===== config.mk =====
export PLATFORM = sky130hd
export DESIGN_NAME = ex_mem_stage_reg
export DESIGN_NICKNAME = d
export VERILOG_FILES = /design/src/rtl/core_pkg.sv /design/src/rtl/store_align_unit.sv /design/src/rtl/ex_mem_stage_reg.sv
export SDC_FILE = /design/constraint.sdc
export NUM_CORES = 1
export LEC_CHECK = 0
export BUFFER_PORTS_ARGS = -buffer_cell sky130_fd_sc_hd__buf_2
export CAP_MARGIN = 0
export CORE_ASPECT_RATIO = 1.4
export CORE_UTILIZATION = 30
export DETAILED_ROUTE_END_ITERATION = 16
export GPL_ROUTABILITY_DRIVEN = 0
export PLACE_DENSITY = 0.65
export SYNTH_ARGS = -nofsm -noshare
export SYNTH_HDL_FRONTEND = slang
export SYNTH_SLANG_ARGS = --single-unit
export TNS_END_PERCENT = 5

===== constraint.sdc =====
create_clock -name clk -period 2.11 [get_ports clk]
set_clock_uncertainty 0.1 [all_clocks]
set_input_delay 0.1055 -clock clk [delete_from_list [all_inputs] [get_ports clk]]
set_output_delay 0.1055 -clock clk [all_outputs]
set_load 0.05 [all_outputs]

===== src/rtl/core_pkg.sv =====
// Shared core definitions: access-size and write-back-source encodings,
// default datapath width and the byte-lane helper.
package core_pkg;

  localparam int XLEN_DEF = 32;

  // funct3[1:0] access size
  localparam logic [1:0] SZ_B = 2'b00;
  localparam logic [1:0] SZ_H = 2'b01;
  localparam logic [1:0] SZ_W = 2'b10;
  localparam logic [1:0] SZ_D = 2'b11;

  // write-back source select
  localparam logic [1:0] RS_ALU = 2'b00;
  localparam logic [1:0] RS_MEM = 2'b01;
  localparam logic [1:0] RS_PC4 = 2'b10;

  // number of byte lanes in an xlen-wide word
  function automatic int lanes(input int xlen);
    return xlen / 8;
  endfunction

endpackage


===== src/rtl/store_align_unit.sv =====
// Combinational lane aligner: replicates the access-sized chunk of data
// across all lanes, builds the byte enables for the addressed lanes and
// flags misaligned or unsupported sizes. On a flagged access the byte
// enables are 0 and the data is passed through untouched.
module store_align_unit
  import core_pkg::*;
#(
  parameter int XLEN = XLEN_DEF
) (
  input  logic [1:0]                   size,
  input  logic [$clog2(XLEN/8)-1:0]    off,
  input  logic [XLEN-1:0]              data,
  output logic [XLEN-1:0]              data_out,
  output logic [XLEN/8-1:0]            byte_en,
  output logic                         misalign
);

  localparam int LANES = lanes(XLEN);

  localparam logic [LANES-1:0] BE_B = LANES'(1);
  localparam logic [LANES-1:0] BE_H = LANES'(3);
  localparam logic [LANES-1:0] BE_W = LANES'(15);

  // size decode, alignment test and lane replication
  always_comb begin
    data_out = data;
    byte_en  = '0;
    misalign = 1'b0;
    case (size)
      SZ_B: begin
        byte_en  = BE_B << off;
        data_out = {(LANES){data[7:0]}};
      end
      SZ_H: begin
        if (off[0]) begin
          misalign = 1'b1;
        end else begin
          byte_en  = BE_H << off;
          data_out = {(LANES/2){data[15:0]}};
        end
      end
      SZ_W: begin
        if (off[1:0] != 2'b00) begin
          misalign = 1'b1;
        end else begin
          byte_en  = BE_W << off;
          data_out = {(XLEN/32){data[31:0]}};
        end
      end
      SZ_D: begin
        // doubleword exists only on a 64-bit datapath at offset 0
        if ((XLEN == 64) && (off == '0)) begin
          byte_en = '1;
        end else begin
          misalign = 1'b1;
        end
      end
    endcase
  end

endmodule


===== src/rtl/ex_mem_stage_reg.sv =====
// EX/MEM pipeline register. One-cycle registered transfer with
// flush > stall > load priority, valid gating of controls, store/load lane
// alignment with misalignment squash, and a saturating bubble counter.
module ex_mem_stage_reg
  import core_pkg::*;
#(
  parameter int XLEN     = XLEN_DEF,
  parameter int RA_W     = 5,
  parameter int ALIGN_EN = 1,
  parameter int CNT_W    = 16
) (
  input  logic                clk,
  input  logic                rst_n,
  input  logic                stall_m,
  input  logic                flush_m,
  input  logic                valid_e,
  input  logic                reg_write_e,
  input  logic [1:0]          result_src_e,
  input  logic                mem_write_e,
  input  logic                mem_read_e,
  input  logic [2:0]          funct3_e,
  input  logic [XLEN-1:0]     alu_result_e,
  input  logic [XLEN-1:0]     write_data_e,
  input  logic [RA_W-1:0]     rd_e,
  input  logic [XLEN-1:0]     pc_plus4_e,
  output logic                valid_m,
  output logic                reg_write_m,
  output logic                mem_write_m,
  output logic                mem_read_m,
  output logic [1:0]          result_src_m,
  output logic [2:0]          funct3_m,
  output logic [XLEN-1:0]     alu_result_m,
  output logic [XLEN-1:0]     write_data_m,
  output logic [XLEN/8-1:0]   byte_en_m,
  output logic [RA_W-1:0]     rd_m,
  output logic [XLEN-1:0]     pc_plus4_m,
  output logic                misalign_m,
  output logic [CNT_W-1:0]    bubble_cnt
);

  localparam int LANES = lanes(XLEN);
  localparam int OFF_W = $clog2(LANES);
  localparam logic [CNT_W-1:0] CNT_MAX = '1;

  logic             mem_acc;
  logic             mis_n;
  logic [LANES-1:0] be_n;
  logic [XLEN-1:0]  wd_n;
  logic             bubble;

  assign mem_acc = mem_write_e | mem_read_e;

  if (ALIGN_EN != 0) begin : g_align
    logic [XLEN-1:0]  al_data;
    logic [LANES-1:0] al_be;
    logic             al_mis;

    store_align_unit #(.XLEN(XLEN)) u_align (
      .size     (funct3_e[1:0]),
      .off      (alu_result_e[OFF_W-1:0]),
      .data     (write_data_e),
      .data_out (al_data),
      .byte_en  (al_be),
      .misalign (al_mis)
    );

    // misalignment only matters for a real memory instruction
    assign mis_n = mem_acc & valid_e & al_mis;
    assign be_n  = mem_acc ? al_be : '0;
    assign wd_n  = mem_acc ? al_data : write_data_e;
  end else begin : g_pass
    assign mis_n = 1'b0;
    assign be_n  = mem_write_e ? '1 : '0;
    assign wd_n  = write_data_e;
  end

  // a bubble is loaded by a flush or by a load of an empty EX slot
  assign bubble = flush_m | (~stall_m & ~valid_e);

  // stage register: flush clears, stall holds, otherwise load gated by valid
  always_ff @(posedge clk or negedge rst_n) begin
    if (!rst_n) begin
      valid_m      <= 1'b0;
      reg_write_m  <= 1'b0;
      mem_write_m  <= 1'b0;
      mem_read_m   <= 1'b0;
      result_src_m <= '0;
      funct3_m     <= '0;
      alu_result_m <= '0;
      write_data_m <= '0;
      byte_en_m    <= '0;
      rd_m         <= '0;
      pc_plus4_m   <= '0;
      misalign_m   <= 1'b0;
    end else if (flush_m) begin
      valid_m      <= 1'b0;
      reg_write_m  <= 1'b0;
      mem_write_m  <= 1'b0;
      mem_read_m   <= 1'b0;
      result_src_m <= '0;
      funct3_m     <= '0;
      alu_result_m <= '0;
      write_data_m <= '0;
      byte_en_m    <= '0;
      rd_m         <= '0;
      pc_plus4_m   <= '0;
      misalign_m   <= 1'b0;
    end else if (!stall_m) begin
      valid_m      <= valid_e;
      reg_write_m  <= valid_e & reg_write_e;
      mem_write_m  <= valid_e & mem_write_e & ~mis_n;
      mem_read_m   <= valid_e & mem_read_e & ~mis_n;
      result_src_m <= result_src_e;
      funct3_m     <= funct3_e;
      alu_result_m <= alu_result_e;
      write_data_m <= wd_n;
      byte_en_m    <= be_n;
      rd_m         <= rd_e;
      pc_plus4_m   <= pc_plus4_e;
      misalign_m   <= mis_n;
    end
  end

  // saturating count of bubbles entering MEM
  always_ff @(posedge clk or negedge rst_n) begin
    if (!rst_n) begin
      bubble_cnt <= '0;
    end else if (bubble && (bubble_cnt != CNT_MAX)) begin
      bubble_cnt <= bubble_cnt + 1'b1;
    end
  end

endmodule


==> flow_metrics.py, run 1 <==
metrics = {
    "sta": {
        "fmax_mhz": 519,
        "fin_setup_tns_ns": 0,
        "hold_viol_final": 0,
        "period_share_pct": 91.3,
        "min_period_ns": 1.93,
        "setup_viol": 0,
        "max_slew_margin_pct": 39.4,
        "tightest_slew_ns": 0.905,
        "whs_ns": 0.0103,
        "grt_setup_unrepaired": "no",
        "final_max_slew_viol_count": 0,
    },
    "flow_run": {
        "drv_cap": 0,
    },
    "power_and_ir_drop": {
        "p_sw_mw": 2.96,
        "p_leak_nw": 4.73,
        "clock_power_share_pct": 36.9,
        "pwr-share-seq_pct": 36.3,
        "cellInternalPower_mw": 5.44,
        "p_per_area_nw_per_um2": 916,
        "swShare_pct": 35.3,
        "comb_power_share_pct": 26.9,
        "peakVddDrop_uv": 906,
    },
    "floorplan": {
        "core_area_sq_um": 19400,
        "io_pins": 245,
        "die_w_um": 121,
        "dieArea_sq_um": 20400,
        "initial_core_util_pct": 30.8,
        "num_rows": 60,
        "die_y_um": 169,
    },
    "grt": {
        "grt_usage_pct": 18.2,
        "gr-total-overflow": 0,
        "grt_pass1_wl_um": 28900,
        "grt_max_degree": 69,
        "antenna_found_initial": 0,
        "grt_pass1_vias": 5745,
    },
    "synthesis": {
        "synth_compound_area_share_pct": 8.29,
        "synth-xor-area-share_pct": 2.06,
        "syn_inst": 548,
        "synth_fa_ha_area_share_pct": 0.210,
        "synth_warnings": 0,
        "synth_simple_gate_area_share_pct": 16.3,
        "synth_top_family_by_area": "simple AND/OR/NAND/NOR gates",
        "ys_seq_area_share_pct": 55.0,
        "syn_area_sq_um": 5960,
        "synth_nets": 663,
        "muxShareOfSynthArea_pct": 14.6,
        "ys_seq_elements": 131,
        "synth.distinct_cells": 42,
        "syn_area_per_cell_sq_um": 10.9,
    },
    "drt": {
        "drcViolationCount": 0,
        "vias_per_cell": 4.78,
        "route.vias.total": 5494,
        "drt-initial-drc-count": 256,
        "drt-total-wl_um": 18100,
        "wire_per_inst_um": 15.8,
        "ant_nets": 0,
        "drtPass1Iterations": 4,
    },
    "cells_and_area": {
        "layout_common_cells": "buf_2, dfrtp_1, dlygate4sd3_1",
        "nFillCells": 1778,
        "layoutNonFillerInstCount": 1149,
        "final_common_cell": "buf_2",
        "postLayoutCoreUtil_pct": 47.4,
        "area_delta_synth_final_pct": 53.9,
        "nets": 1004,
        "antenna_cells": 0,
        "stdcell_area_sq_um": 9170,
        "drive_above_1_share_pct": 33.9,
    },
    "clock_network": {
        "cts_sinks": 131,
        "ctsRootBufferMaster": "clkbuf_16",
        "cts_tree": "yes",
        "htreeDepth": 4,
        "clockBufferDepth": 2,
        "numCtsBuffers": 17,
        "clkLatencyLatePin_ns": 0.41,
        "clk_pin_slew_ns": 0.06,
    },
    "placement": {
        "dpl_cell_area_sq_um": 7510,
        "hpwl_um": 11900,
        "port_buffers": 244,
        "placed_cells": 1014,
    },
    "setup_path": {
        "endpoint_kind": "flip-flop",
        "startpoint_type": "primary input",
        "cp_max_fo": 20,
        "path_class": "in -> reg",
        "cp.required_ns": 2.32,
        "arrival_ns": 2.14,
        "rr_startpoint": "bubble_cnt[0]",
        "reg2reg_depth": 6,
        "rrSetupSlack_ns": 0.30,
        "rr_endpoint": "bubble_cnt[9]",
    },
    "run_status": {
        "status": "finished, final reports clean",
    },
    "min_path": {
        "min_from": "funct3_e[1]",
        "hold_end": "funct3_m[1]",
        "timing.hold.worst.class": "in -> reg",
        "hold_depth": 3,
    },
}
==> worst max-delay path, stage by stage <==
cell           delay [ns]
dlygate4sd3_1        0.52
buf_2                0.15
o21bai_1             0.10
buf_4                0.21
o21ai_0              0.18
dlygate4sd3_1        0.57
nand2_1              0.05
a221oi_1             0.24
==> cells by family after synthesis <==
group / after synthesis
mux: 87
compound gates: 69
xor+xnor: 14
fa+ha+maj: 1
buf+inv: 49
flops: 131
simple gates: 197
==> cell usage after synthesis (all sizes together) <==
| master | instances | share of area (%) |
|---|---|---|
| dfrtp | 131 | 55 |
| nand4 | 5 | 0.52 |
| nand3 | 6 | 0.67 |
| ha | 1 | 0.21 |
| a221oi | 12 | 1.8 |
| or3 | 1 | 0.11 |
| o21bai | 1 | 0.13 |
| nor3 | 23 | 2.0 |
| and3 | 8 | 0.84 |
| nand2b | 5 | 0.57 |
| a22oi | 2 | 0.25 |
| or2 | 2 | 0.21 |
| inv | 8 | 0.50 |
| a211oi | 17 | 2.1 |
| nor2b | 19 | 2.0 |
| xor2 | 14 | 2.1 |
| or4 | 3 | 0.44 |
| mux2 | 1 | 0.19 |
| o211ai | 4 | 0.50 |
| o21ba | 2 | 0.34 |
| mux2i | 86 | 14 |
| clkbuf | 22 | 1.4 |
| nor2 | 92 | 5.8 |
| nor3b | 1 | 0.13 |
| a31oi | 1 | 0.11 |
| a32oi | 2 | 0.29 |
| nor4 | 7 | 1.2 |
| buf | 19 | 1.6 |
| nand2 | 23 | 1.4 |
| o21a | 9 | 1.1 |
| and4 | 1 | 0.15 |
| a21oi | 11 | 0.92 |
| a21o | 1 | 0.13 |
| o21ai | 7 | 0.59 |
| or3b | 1 | 0.15 |
==> metal layers <==
layer / GRT usage, % / wire (um) / vias to the layer above
met5: 0 / 0 / -
li1: - / - / 2598
met2: 31.5 / 9080 / 206
met1: 21.4 / 7470 / 2660
met4: 7.25 / 433 / 0
met3: 4.41 / 1140 / 30
==> state kept, by name, indices dropped and copies added, names as in the netlist <==
name          flops
rd_m              5
bubble_cnt       16
byte_en_m         4
alu_result_m     32
funct3_m          3
mem_write_m       1
valid_m           1
result_src_m      2
misalign_m        1
pc_plus4_m       32
write_data_m     32
reg_write_m       1
mem_read_m        1
==> final cells by class <==
| type | count | area, sq um | share of cell area (%) |
|---|---|---|---|
| clock buffer | 21 | 470 | 5.13 |
| clock inverter | 10 | 150 | 1.64 |
| tap | 248 | 310 | 3.38 |
| sequential | 131 | 3280 | 35.8 |
| multi-input combinational | 368 | 2480 | 27.0 |
| timing repair buffer | 363 | 2450 | 26.7 |
| inverter | 8 | 30.0 | 0.327 |
==> through the flow <==
stage / power (mW) / setup slack [ns]
2_1_floorplan: 4.54 / 0.101
3_3_place_gp: 5.17 / 0.255
3_5_place_dp: 5.20 / 0.240
4_1_cts: 8.48 / 0.248
5_1_grt: 8.75 / 0.0757
6_report: 8.40 / 0.183
==> power groups by stage <==
| stage | sequential [mW] | combinational [mW] | clock [mW] |
|---|---|---|---|
| global route | 3.09 | 2.40 | 3.26 |
| global placement | 3.07 | 2.10 | 0 |
| finish | 3.05 | 2.26 | 3.10 |
| CTS | 3.05 | 2.27 | 3.16 |
| detailed placement | 3.08 | 2.11 | 0 |
| floorplan | 3.96 | 0.571 | 0 |
==> worst max-delay path by stage <==
| stage | from | to | cells past startpoint |
|---|---|---|---|
| after CTS | mem_read_e | write_data_m[29] | 8 |
| after global routing | mem_read_e | write_data_m[28] | 8 |
| after detailed placement | funct3_e[1] | write_data_m[29] | 5 |
| final | mem_read_e | write_data_m[28] | 8 |
| after global placement | funct3_e[1] | write_data_m[30] | 5 |
| after floorplan | bubble_cnt[5] | bubble_cnt[13] | 4 |
==> timing repair <==
| action | in CTS | in global routing |
|---|---|---|
| buffers inserted | 0 | 0 |
| resized for setup | 0 | 0 |
| hold endpoints to repair | 233 | 0 |
| hold buffers | 104 | 0 |
Note: power is estimated with default switching activity, not from simulation.
==> run 2: changes to the inputs <==
--- a/config.mk
+++ b/config.mk
@@ -12,6 +12,7 @@
 export DETAILED_ROUTE_END_ITERATION = 16
 export GPL_ROUTABILITY_DRIVEN = 0
 export PLACE_DENSITY = 0.65
+export RECOVER_POWER = 50
 export SYNTH_ARGS = -nofsm -noshare
 export SYNTH_HDL_FRONTEND = slang
 export SYNTH_SLANG_ARGS = --single-unit
==> run 2 against run 1 <==
Compared with the run above: the flow now finishes with violations (capacitance limit, slew limit); worst setup slack worse by 0.032 ns; largest power group unchanged; via count down 0.11%; core utilization is 0.67 points lower; global-route usage unchanged.
==> flow_metrics.py, run 2 (synthesis gave the netlist of run 1 again) <==
metrics = {
    "run_status": {
        "status": "complete, but fails checks",
        "violations": "capacitance limit, slew limit",
    },
    "clock_network": {
        "numCtsBuffers": 17,
        "htreeDepth": 4,
        "clkLatencyLatePin_ns": 0.41,
        "clockBufferDepth": 2,
        "ctsRootBufferMaster": "clkbuf_16",
        "clk_pin_slew_ns": 0.05,
        "cts_tree": "yes",
        "post_cts.repair.setup_buffers": 0,
        "cts_sinks": 131,
    },
    "drt": {
        "drtPass1Iterations": 4,
        "route.vias.total": 5488,
        "drcViolationCount": 0,
        "ant_nets": 0,
        "vias_per_cell": 4.78,
        "drt-initial-drc-count": 229,
        "wire_per_inst_um": 15.9,
        "drt-total-wl_um": 18300,
    },
    "grt": {
        "grt_usage_pct": 18.2,
        "antenna_found_initial": 0,
        "grt_max_degree": 69,
        "gr-total-overflow": 0,
        "grt_pass1_wl_um": 28900,
        "grt_pass1_vias": 5745,
    },
    "power_and_ir_drop": {
        "peakVddDrop_uv": 907,
        "p_leak_nw": 4.43,
        "total_power_mw": 8.37,
        "p_per_area_nw_per_um2": 926,
    },
    "sta": {
        "period_share_pct": 92.8,
        "setup_viol": 0,
        "tightest_slew_ns": 1.51,
        "min_period_ns": 1.96,
        "grt_setup_unrepaired": "no",
        "final_max_slew_viol_count": 57,
        "max_slew_margin_pct": -0.443,
        "hold_viol_final": 0,
        "fin_setup_tns_ns": 0,
        "fmax_mhz": 511,
    },
    "setup_path": {
        "rr_startpoint": "bubble_cnt[0]",
        "arrival_ns": 2.08,
        "reg2reg_depth": 6,
        "endpoint_kind": "flip-flop",
        "crit_start": "mem_read_e",
        "cp_max_fo": 20,
        "rrSetupSlack_ns": 0.31,
        "startpoint_type": "primary input",
        "path_class": "in -> reg",
        "cp.required_ns": 2.23,
        "rr_endpoint": "bubble_cnt[9]",
    },
    "placement": {
        "port_buffers": 244,
        "hpwl_um": 11900,
    },
    "min_path": {
        "min_from": "funct3_e[1]",
        "hold_end": "funct3_m[1]",
        "timing.hold.worst.class": "in -> reg",
        "hold_depth": 3,
    },
    "floorplan": {
        "die_y_um": 169,
        "core_area_sq_um": 19400,
        "num_rows": 60,
        "dieArea_sq_um": 20400,
        "die_w_um": 121,
        "initial_core_util_pct": 30.8,
        "io_pins": 245,
    },
    "cells_and_area": {
        "antenna_cells": 0,
        "nFillCells": 1825,
        "drive_above_1_share_pct": 25.4,
        "nets": 1004,
        "area_delta_synth_final_pct": 51.7,
        "postLayoutCoreUtil_pct": 46.7,
        "layout_common_cells": "buf_2, dfrtp_1, dlygate4sd3_1",
        "largestRegisters": "alu_result_m x32, pc_plus4_m x32, write_data_m x32",
        "final_common_cell": "buf_2",
    },
    "flow_run": {
        "drv_cap": 1,
    },
}
run 2: critical path, cell delays in order:
cell	delay, ns
dlygate4sd3_1	0.53
buf_2	0.15
o21bai_1	0.18
buf_4	0.27
o21ai_0	0.13
dlygate4sd3_1	0.58
nand2_1	0.07
a221oi_1	0.06
run 2: cell type report:
| class | instances | area, sq um | share of cell area, % |
|---|---|---|---|
| well taps | 248 | 310 | 3.43 |
| clock buffers | 21 | 470 | 5.20 |
| clock inverters | 10 | 150 | 1.66 |
| flip-flops and latches | 131 | 3280 | 36.3 |
| inverters | 8 | 30.0 | 0.332 |
| multi-input cells | 368 | 2480 | 27.4 |
| repair buffers | 363 | 2320 | 25.7 |
run 2: metal layers:
metal | global-route usage, % | vias to the layer above | wire length [um]
met2 | 31.5 | 210 | 9120
li1 | - | 2592 | -
met3 | 4.41 | 28 | 1160
met4 | 7.25 | 0 | 407
met5 | 0 | - | 0
met1 | 21.4 | 2658 | 7620
run 2: worst max path at each step:
stage               slack (ns)                to  depth (start not counted)
floorplan                 0.10    bubble_cnt[13]                          4
global placement          0.26  write_data_m[30]                          5
detailed placement        0.24  write_data_m[29]                          5
CTS                       0.25  write_data_m[29]                          8
global route              0.06  write_data_m[28]                          8
finish                    0.15  write_data_m[29]                          8
run 2: repair_timing:
action                                 CTS  global route
endpoints found under the hold margin  233             0
resized for setup                        0             0
hold buffers                           104             0
run 2: metrics by stage:
stage	hold slack [ns]	worst slack (ns)	instances	instance area, sq um
after floorplan	-0.290	0.101	548	5960
after global placement	-0.159	0.255	1014	7510
after detailed placement	-0.158	0.240	1014	7510
after CTS	0.00208	0.248	1149	9170
after global routing	0.0398	0.0598	1149	9040
final	0.00903	0.151	1149	9040
run 2: report_power, final:
part | switching (mW) | total, mW | internal [mW] | leakage (nW)
Clock | 1.13 | 3.10 | 1.96 | 0.300
Combinational | 1.56 | 2.22 | 0.666 | 2.42
Sequential | 0.276 | 3.05 | 2.78 | 1.70
Total | 2.97 | 8.37 | 5.41 | 4.43
==> run 3: changes to the inputs <==
==> constraint.sdc (replaced) <==
create_clock -name clk -period 2.11 [get_ports clk]
set_clock_uncertainty 0.1 [all_clocks]
set_input_delay 0.211 -clock clk [delete_from_list [all_inputs] [get_ports clk]]
set_output_delay 0.211 -clock clk [all_outputs]
set_load 0.05 [all_outputs]
==> run 3 against run 2 <==
Compared with the run above: critical path type is now reg -> reg; count of clock-buffer cells in the layout shrank 2; global-route usage is essentially flat; combinational power shrank 2%; critical path depth shrank 2; the flow now finishes without violations; fmax shrank 1.8%; first-iteration DRC count grew 20%; wire length shrank 0.91%; core utilization shrank 1.7 points; final area shrank 3.6%.
==> flow_metrics.py, run 3 (synthesis gave the netlist of run 1 again) <==
metrics = {
    "drt": {
        "drcViolationCount": 0,
        "drt-initial-drc-count": 275,
        "vias_per_cell": 4.78,
        "drt-total-wl_um": 18100,
        "route.vias.total": 5350,
        "drtPass1Iterations": 5,
        "ant_nets": 0,
        "wire_per_inst_um": 16.2,
    },
    "setup_path": {
        "path_cells": "ha_1 -> nand4_1 -> nor4_2 -> buf_4 -> nor3_1 -> xor2_1",
        "startpoint_type": "flip-flop",
        "max_stage_delay_ns": 0.57,
        "cp.required_ns": 2.30,
        "cp_max_fo": 6,
        "crit_path_top_delay_cell": "nor4_2",
        "arrival_ns": 2.19,
        "path_class": "reg -> reg",
        "endpoint_kind": "flip-flop",
    },
    "sta": {
        "tightest_slew_ns": 1.32,
        "setup_viol": 0,
        "min_period_ns": 1.99,
        "grt_setup_unrepaired": "no",
        "fin_ws_ns": 0.115,
        "max_slew_margin_pct": 12.0,
        "final_max_slew_viol_count": 0,
        "fin_setup_tns_ns": 0,
        "fmax_mhz": 501,
        "period_share_pct": 94.5,
        "hold_viol_final": 0,
    },
    "grt": {
        "gr-total-overflow": 0,
        "met1_usage_pct": 21.0,
        "use_met3_pct": 5.46,
        "grt_pass1_wl_um": 28600,
        "grt_max_degree": 69,
        "gr-usage-met2_pct": 30.9,
        "grt_usage_pct": 18.2,
        "grt_pass1_vias": 5476,
        "antenna_found_initial": 0,
        "busiest_layer": "met2",
    },
    "floorplan": {
        "dieArea_sq_um": 20400,
        "die_w_um": 121,
        "initial_core_util_pct": 30.8,
        "io_pins": 245,
        "core_area_sq_um": 19400,
        "num_rows": 60,
        "die_y_um": 169,
    },
    "clock_network": {
        "ctsRootBufferMaster": "clkbuf_16",
        "clkLatencyLatePin_ns": 0.42,
        "htreeDepth": 4,
        "clk_pin_slew_ns": 0.07,
        "cts_tree": "yes",
        "clockBufferDepth": 2,
        "cts_resized": 0,
        "cts_sinks": 131,
        "numCtsBuffers": 17,
    },
    "power_and_ir_drop": {
        "pwr-share-seq_pct": 36.6,
        "peakVddDrop_uv": 1200,
        "p_leak_nw": 4.34,
        "p_sw_mw": 3.03,
        "cellInternalPower_mw": 5.29,
        "p_per_area_nw_per_um2": 955,
        "clock_power_share_pct": 37.2,
        "swShare_pct": 36.4,
        "comb_power_share_pct": 26.2,
    },
    "flow_run": {
        "drv_cap": 0,
    },
    "cells_and_area": {
        "drive_above_1_share_pct": 28.1,
        "largestRegisters": "alu_result_m x32, pc_plus4_m x32, write_data_m x32",
        "antenna_cells": 0,
        "nets": 974,
        "layout_common_cells": "buf_2, dfrtp_1, nor2_1",
        "final_common_cell": "buf_2",
        "area_delta_synth_final_pct": 46.2,
    },
    "placement": {
        "port_buffers": 244,
        "hpwl_um": 11900,
        "dp_slack_ns": 0.128,
    },
    "run_status": {
        "status": "finished, final reports clean",
    },
    "min_path": {
        "timing.hold.worst.class": "in -> reg",
    },
}
-- run 3: cell types whose count changed in the layout (fill, tap and decap cells not counted), sizes merged --
| cell | before | now |
|---|---|---|
| buf | 181 | 197 |
| inv | 10 | 14 |
| clkbuf | 99 | 82 |
| dlygate4sd3 | 104 | 73 |
| clkinvlp | 1 | 2 |
| clkinv | 4 | 2 |
-- run 3: worst paths after layout --
path / from / to / slack (ns) / cells after the start
min in group asynchronous: rst_n / bubble_cnt[2] / 0.53 / 2
hold reg to reg: byte_en_m[0] / byte_en_m[0] / 0.38 / 1
hold / removal: write_data_e[0] / write_data_m[0] / 0.02 / 3
max in group asynchronous: rst_n / pc_plus4_m[18] / 0.39 / 3
setup reg to reg: bubble_cnt[0] / bubble_cnt[5] / 0.12 / 6
setup / recovery: bubble_cnt[0] / bubble_cnt[5] / 0.12 / 6
-- run 3: worst max-delay path: cells and delay by family (launching register included) --
family / cells / cell delay [ns]
DFF: 1 / 0.39
and+or+nand+nor: 3 / 0.78
xor gates and xnor gates: 1 / 0.16
adders and majority gates: 1 / 0.20
buffers and inverters: 1 / 0.23
-- run 3: area by class of cell --
class / count / area, sq um
Tap cell: 248 / 310
Fill cell: 1910 / 10700
Clock buffer: 19 / 433
Clock inverter: 13 / 174
Multi-Input combinational cell: 368 / 2480
Sequential cell: 131 / 3280
Timing Repair Buffer: 333 / 2010
Inverter: 8 / 30.0
-- run 3: routing by layer --
layer  share of wire (%)  wire length (um)
met1                  40              7180
met2                  50              9140
met3                 7.0              1270
met4                 3.0               546
met5                   0                 0
-- run 3: per-stage QoR --
stage	total power, mW	instances	hold WS (ns)	instance area [sq um]	util (%)
floorplan	4.54	548	-0.185	5960	-
global placement	5.16	1015	0.108	7490	38.7
detailed placement	5.19	1015	0.111	7490	38.7
CTS	8.43	1120	0.0102	8830	45.6
global route	8.69	1120	0.0240	8710	45.0
finish	8.32	1120	0.0245	8710	45.0
-- run 3: power by group through the flow --
stage          Clock (mW)  Sequential [mW]  Combinational (mW)
2_1_floorplan           0             3.96               0.571
3_3_place_gp            0             3.07                2.09
3_5_place_dp            0             3.08                2.10
4_1_cts              3.17             3.04                2.21
5_1_grt              3.28             3.09                2.32
6_report             3.09             3.05                2.18
-- run 3: what timing repair did --
item	CTS	global route
endpoints found under the setup margin	0	0
endpoints found under the hold margin	120	0
hold buffers	73	0
setup buffers	0	0
